<file path="src/rtl/fsmd_frame_serializer.sv">
// Buffers captured words in a small FIFO and sends each one as a serial frame:
// a sync preamble, the data bits MSB-first, then a short idle gap.
module fsmd_frame_serializer #(
   parameter int         DATA_W     = 16,
   parameter int         DEPTH      = 4,
   parameter logic [3:0] PREAMBLE   = 4'b1010,
   parameter int         GAP_CYCLES = 2
) (
   input  logic                   clk,
   input  logic                   reset_n,
   input  logic [DATA_W-1:0]      data_in,
   input  logic                   data_valid,
   output logic                   ser_out,
   output logic                   ser_valid,
   output logic                   busy,
   output logic                   fifo_full,
   output logic                   overflow,
   output logic [$clog2(DEPTH):0] fifo_count
);

   localparam int AW = $clog2(DEPTH);
   localparam int CW = AW + 1;
   localparam int BW = $clog2(DATA_W);
   localparam int GW = $clog2(GAP_CYCLES + 1);

   typedef enum logic [1:0] {
      S_IDLE     = 2'd0,
      S_PREAMBLE = 2'd1,
      S_DATA     = 2'd2,
      S_GAP      = 2'd3
   } state_t;

   state_t              state_q, state_d;
   logic [DATA_W-1:0]   shift_q, shift_d;
   logic [BW-1:0]       bit_cnt_q, bit_cnt_d;
   logic [GW-1:0]       gap_cnt_q, gap_cnt_d;
   logic [AW-1:0]       wr_ptr_q, wr_ptr_d;
   logic [AW-1:0]       rd_ptr_q, rd_ptr_d;
   logic [CW-1:0]       count_q, count_d;
   logic                overflow_q, overflow_d;
   logic                ser_out_q, ser_out_d;
   logic                ser_valid_q, ser_valid_d;
   logic [DATA_W-1:0]   mem_q [DEPTH];
   logic                pop_s;
   logic                push_s;

   // Frame sequencing; the serial outputs are derived from the state being entered
   always_comb begin
      state_d   = state_q;
      shift_d   = shift_q;
      bit_cnt_d = bit_cnt_q;
      gap_cnt_d = gap_cnt_q;
      pop_s     = 1'b0;
      case (state_q)
         S_IDLE: begin
            if (count_q != CW'(0)) begin
               pop_s     = 1'b1;
               shift_d   = mem_q[rd_ptr_q];
               bit_cnt_d = BW'(3);
               state_d   = S_PREAMBLE;
            end else begin
               state_d = S_IDLE;
            end
         end
         S_PREAMBLE: begin
            if (bit_cnt_q == BW'(0)) begin
               bit_cnt_d = BW'(DATA_W - 1);
               state_d   = S_DATA;
            end else begin
               bit_cnt_d = bit_cnt_q - BW'(1);
            end
         end
         S_DATA: begin
            if (bit_cnt_q == BW'(0)) begin
               gap_cnt_d = GW'(GAP_CYCLES - 1);
               state_d   = S_GAP;
            end else begin
               shift_d   = {shift_q[DATA_W-2:0], 1'b0};
               bit_cnt_d = bit_cnt_q - BW'(1);
            end
         end
         S_GAP: begin
            if (gap_cnt_q != GW'(0)) begin
               gap_cnt_d = gap_cnt_q - GW'(1);
            end else if (count_q != CW'(0)) begin
               // Chain straight into the next frame without passing through IDLE
               pop_s     = 1'b1;
               shift_d   = mem_q[rd_ptr_q];
               bit_cnt_d = BW'(3);
               state_d   = S_PREAMBLE;
            end else begin
               state_d = S_IDLE;
            end
         end
         default: begin
            state_d = S_IDLE;
         end
      endcase

      case (state_d)
         S_PREAMBLE: begin
            ser_out_d   = PREAMBLE[bit_cnt_d[1:0]];
            ser_valid_d = 1'b1;
         end
         S_DATA: begin
            ser_out_d   = shift_d[DATA_W-1];
            ser_valid_d = 1'b1;
         end
         default: begin
            ser_out_d   = 1'b0;
            ser_valid_d = 1'b0;
         end
      endcase
   end

   // FIFO bookkeeping; a pop in the same cycle frees the slot a full FIFO needs
   always_comb begin
      push_s     = data_valid && ((count_q != CW'(DEPTH)) || pop_s);
      overflow_d = overflow_q || (data_valid && !push_s);
      if (push_s) begin
         wr_ptr_d = wr_ptr_q + AW'(1);
      end else begin
         wr_ptr_d = wr_ptr_q;
      end
      if (pop_s) begin
         rd_ptr_d = rd_ptr_q + AW'(1);
      end else begin
         rd_ptr_d = rd_ptr_q;
      end
      case ({push_s, pop_s})
         2'b10:   count_d = count_q + CW'(1);
         2'b01:   count_d = count_q - CW'(1);
         default: count_d = count_q;
      endcase
   end

   // State, FIFO storage and registered outputs
   always_ff @(posedge clk or negedge reset_n) begin
      if (!reset_n) begin
         state_q     <= S_IDLE;
         shift_q     <= '0;
         bit_cnt_q   <= '0;
         gap_cnt_q   <= '0;
         wr_ptr_q    <= '0;
         rd_ptr_q    <= '0;
         count_q     <= '0;
         overflow_q  <= 1'b0;
         ser_out_q   <= 1'b0;
         ser_valid_q <= 1'b0;
         for (int i = 0; i < DEPTH; i++) begin
            mem_q[i] <= '0;
         end
      end else begin
         state_q     <= state_d;
         shift_q     <= shift_d;
         bit_cnt_q   <= bit_cnt_d;
         gap_cnt_q   <= gap_cnt_d;
         wr_ptr_q    <= wr_ptr_d;
         rd_ptr_q    <= rd_ptr_d;
         count_q     <= count_d;
         overflow_q  <= overflow_d;
         ser_out_q   <= ser_out_d;
         ser_valid_q <= ser_valid_d;
         if (push_s) begin
            mem_q[wr_ptr_q] <= data_in;
         end
      end
   end

   assign ser_out    = ser_out_q;
   assign ser_valid  = ser_valid_q;
   assign overflow   = overflow_q;
   assign fifo_count = count_q;
   assign fifo_full  = (count_q == CW'(DEPTH));
   assign busy       = (state_q != S_IDLE) || (count_q != CW'(0));

endmodule

</file>
<file path="config.mk">
export PLATFORM = sky130hd
export DESIGN_NAME = fsmd_frame_serializer
export DESIGN_NICKNAME = d
export VERILOG_FILES = /design/src/rtl/fsmd_frame_serializer.sv
export SDC_FILE = /design/constraint.sdc
export NUM_CORES = 1
export LEC_CHECK = 0
export CORE_ASPECT_RATIO = 2
export CORE_MARGIN = 2
export CORE_UTILIZATION = 41
export CTS_CLUSTER_SIZE = 20
export DETAILED_ROUTE_END_ITERATION = 8
export PLACE_DENSITY = 0.62
export SLEW_MARGIN = 30
export SYNTH_ARGS = -nofsm -noshare
export SYNTH_HDL_FRONTEND = slang
export SYNTH_SLANG_ARGS = --single-unit
</file>
<file path="constraint.sdc">
create_clock -name clk -period 2.7 [get_ports clk]
set_input_delay 0.54 -clock clk [delete_from_list [all_inputs] [get_ports clk]]
set_output_delay 0.54 -clock clk [all_outputs]
set_load 0.02 [all_outputs]
</file>
==> impl_metrics.ini, run 1 <==
[logic_synthesis]
yosys.area_share.simple_pct = 5.547
synth_seq_cells = 98
synth.distinct_cells = 54
synth_compound_area_share_pct = 10.17
ys.flop_type = dfrtp_1
synthAdderAreaFrac_pct = 4.167
netlist_area_um2 = 4985
async_flop_share_pct = 100.0
syn_nets = 399
synth_top_family_by_area = multiplexers
syn_area_per_cell_um2 = 13.69
synth_xor_area_share_pct = 0.7028
postSynthCellCount = 364
synthMuxAreaShare_pct = 25.55
ys_seq_area_share_pct = 49.20
yosysWarnings = 0
synth_edf_count = 0

[routing]
firstDrtPassIters = 4
ant_nets = 0
routedWlPerCell_um = 18.68
drcViolationCount = 0
drt_iter0_markers = 192
wirelength_um = 10240
dr_total_vias = 3041
vias_per_cell = 5.549

[hold_path]
hold_class = in -> async

[pwr]
power.internal_mw = 4.909
p_per_area_nw_per_um2 = 1284
swShare_pct = 34.06
seqPwrFrac_pct = 35.0
p_leak_nw = 2.489
power.switching_mw = 2.536
power_frac_clock_pct = 18.9
ir_drop_mv = 0.6110
comb_power_share_pct = 46.1

[cts]
cts_hold_buf = 0
clockRootBuffer = clkbuf_16
numCtsBuffers = 9
clockBufferDepth = 2
cts_setup_buffers = 0
htreeDepth = 3
cts_num_sinks = 98
cts_tree = built
worstSkewPairLatency_ns = 0.35
clk_pin_slew_worst_paths_ns = 0.07

[global_route]
grt_pass1_vias = 3205
grt_usage_pct = 16.79
antenna_found_initial = 0
grt_max_degree = 47
overflow = 0
grt_pass1_wl_um = 16770

[timing]
setup_viol_count_final = 0
fmax_ghz = 0.4065
fin_crit_ns = 2.460
rsz0062_at_grt = no
hold_viol = 0
fin_setup_tns_ns = 0
fin_worst_hold_slack_ns = 0.1871
skew_ns = 0.01147
maxSlewHeadroom_pct = 53.05
worst_pin_slew_ns = 0.7034
fin_crit_sh_pct = 91.12
setup_ws_ns = 0.2399
slew_viol_final = 0

[place]
dpl_worst_slack_ns = 0.1868
routabilityCongestion = 0.7752
port_buffers = 26
dp_hpwl_um = 6697

[setup_path]
required_ns = 2.16
criticalPathCategory = reg -> out
cp_max_fo = 6
worstSetupStartpointType = register
crit_arrival_ns = 1.92
critPathCaptureType = output pin

[status]
outcome = finished, final reports clean

[cells_and_area]
finalNetCount = 431
drive_above_1_share_pct = 30.67
diodes = 0
syn_to_final_growth_pct = 16.29

[floorplan]
die_h_um = 159.9
fp.dieW_um = 81.97
rows = 57
dieArea_um2 = 13110
start_util_pct = 41.60
core_um2 = 11980
io_pins = 27

[run]
max-cap-violations = 0
layer usage:
layer  track usage, %  part of all wire, %
met5                0                    0
met4            4.924                  1.0
met3            3.051                  2.5
met2            27.31                   52
met1            22.62                   45
through the flow:
step	instances	cell area (um^2)	util [%]	total power [mW]
finish	548	5797	48.38	7.445
global route	548	5797	48.38	7.956
CTS	548	5777	48.21	7.506
detailed placement	532	5451	45.50	6.052
global placement	532	5449	45.48	5.963
floorplan	364	4985	-	5.156
worst max-delay path, stage by stage (launching register included):
cell             delay (ns)
dfrtp_1                0.42
nor3_2                 0.47
nand2_1                0.14
clkdlybuf4s50_1        0.56
registers in the layout (all words and copies together), names as in the netlist:
name and cells:
bit_cnt_q 4, fifo_count 3, gap_cnt_q 2, mem_q 64
overflow 1, rd_ptr_q 2, ser_out 1, ser_valid 1
shift_q 16, state_q 2, wr_ptr_q 2
Yosys cell counts (3+ instances only):
| cell type | count | share of area [%] |
|---|---|---|
| dfrtp_1 | 98 | 49 |
| mux2_4 | 40 | 12 |
| mux2_2 | 26 | 5.9 |
| nand2_1 | 22 | 1.7 |
| inv_1 | 18 | 1.4 |
| mux4_2 | 16 | 7.2 |
| ha_1 | 15 | 3.8 |
| a222oi_1 | 14 | 2.8 |
| o21ai_0 | 14 | 1.4 |
| a21oi_1 | 9 | 0.90 |
| clkbuf_1 | 8 | 0.60 |
| nor2_1 | 7 | 0.53 |
| buf_2 | 5 | 0.50 |
| and3_1 | 4 | 0.50 |
| buf_6 | 4 | 0.90 |
| buf_8 | 4 | 1.2 |
| o21ai_1 | 4 | 0.40 |
| xnor2_1 | 4 | 0.70 |
| nor2b_1 | 3 | 0.38 |
| nor4b_1 | 3 | 0.53 |
| o21bai_1 | 3 | 0.45 |
| o22ai_1 | 3 | 0.38 |
| o31ai_1 | 3 | 0.45 |
placed cells by master (no fill, tap or decap), drive strengths merged, types with 2 or more instances in the layout:
| cell type | n |
|---|---|
| a21oi | 10 |
| a222oi | 14 |
| and3 | 4 |
| buf | 17 |
| bufinv | 2 |
| clkbuf | 11 |
| clkdlybuf4s50 | 25 |
| clkinv | 2 |
| dfrtp | 98 |
| ha | 15 |
| inv | 20 |
| mux2 | 66 |
| mux2i | 2 |
| mux4 | 16 |
| nand2 | 22 |
| nand3b | 2 |
| nor2 | 7 |
| nor2b | 3 |
| nor3b | 2 |
| nor4b | 3 |
| o21a | 2 |
| o21ai | 18 |
| o21bai | 3 |
| o22a | 2 |
| o22ai | 3 |
| o31ai | 4 |
| or3 | 2 |
| xnor2 | 4 |
worst paths after layout:
path | startpoint | endpoint | slack, ns | depth (start not counted)
worst min register to register | overflow | overflow | 0.48 | 1
worst min-delay path | reset_n | mem_q[60] | 0.19 | 1
min in group clk | overflow | overflow | 0.48 | 1
worst max register to register | bit_cnt_q[0] | ser_out | 0.25 | 11
max in group asynchronous | reset_n | fifo_count[2] | 1.87 | 2
worst max-delay path | fifo_count[1] | busy | 0.24 | 3
power by group through the flow:
stage	combinational, mW	clock [mW]	sequential, mW
6_report	3.43	1.41	2.61
5_1_grt	3.75	1.51	2.70
4_1_cts	3.45	1.45	2.61
3_5_place_dp	3.43	0	2.62
3_3_place_gp	3.37	0	2.59
2_1_floorplan	2.66	0	2.50
what timing repair did:
item | 4_1_cts | 5_1_grt
hold endpoints to repair | 0 | 0
endpoints found under the setup margin | 0 | 2
resized for setup | 0 | 3
area by class of cell:
class / count / area [um^2]
Sequential cell: 98 / 2452
Multi-Input combinational cell: 226 / 2322
Clock buffer: 11 / 242.7
Clock inverter: 5 / 82.58
Timing Repair Buffer: 42 / 440.4
Inverter: 19 / 72.57
Fill cell: 1056 / 6185
Tap cell: 147 / 183.9
cells by family after synthesis:
kind of cell,count (synthesis)
DFF,98
muxes,84
AOI/OAI and AO/OA,69
and+or+nand+nor,53
buffers and inverters,40
adders and majority gates,16
xor gates and xnor gates,4
Note: power is estimated with default switching activity, not from simulation.
==> run 2: changes to the inputs <==
--- a/config.mk
+++ b/config.mk
@@ -5,6 +5,7 @@
 export SDC_FILE = /design/constraint.sdc
 export NUM_CORES = 1
 export LEC_CHECK = 0
+export CAP_MARGIN = 20
 export CORE_ASPECT_RATIO = 2
 export CORE_MARGIN = 2
 export CORE_UTILIZATION = 41
==> results of run 2 <==
The final DEF is identical to that of run 1; final timing and power are the same.
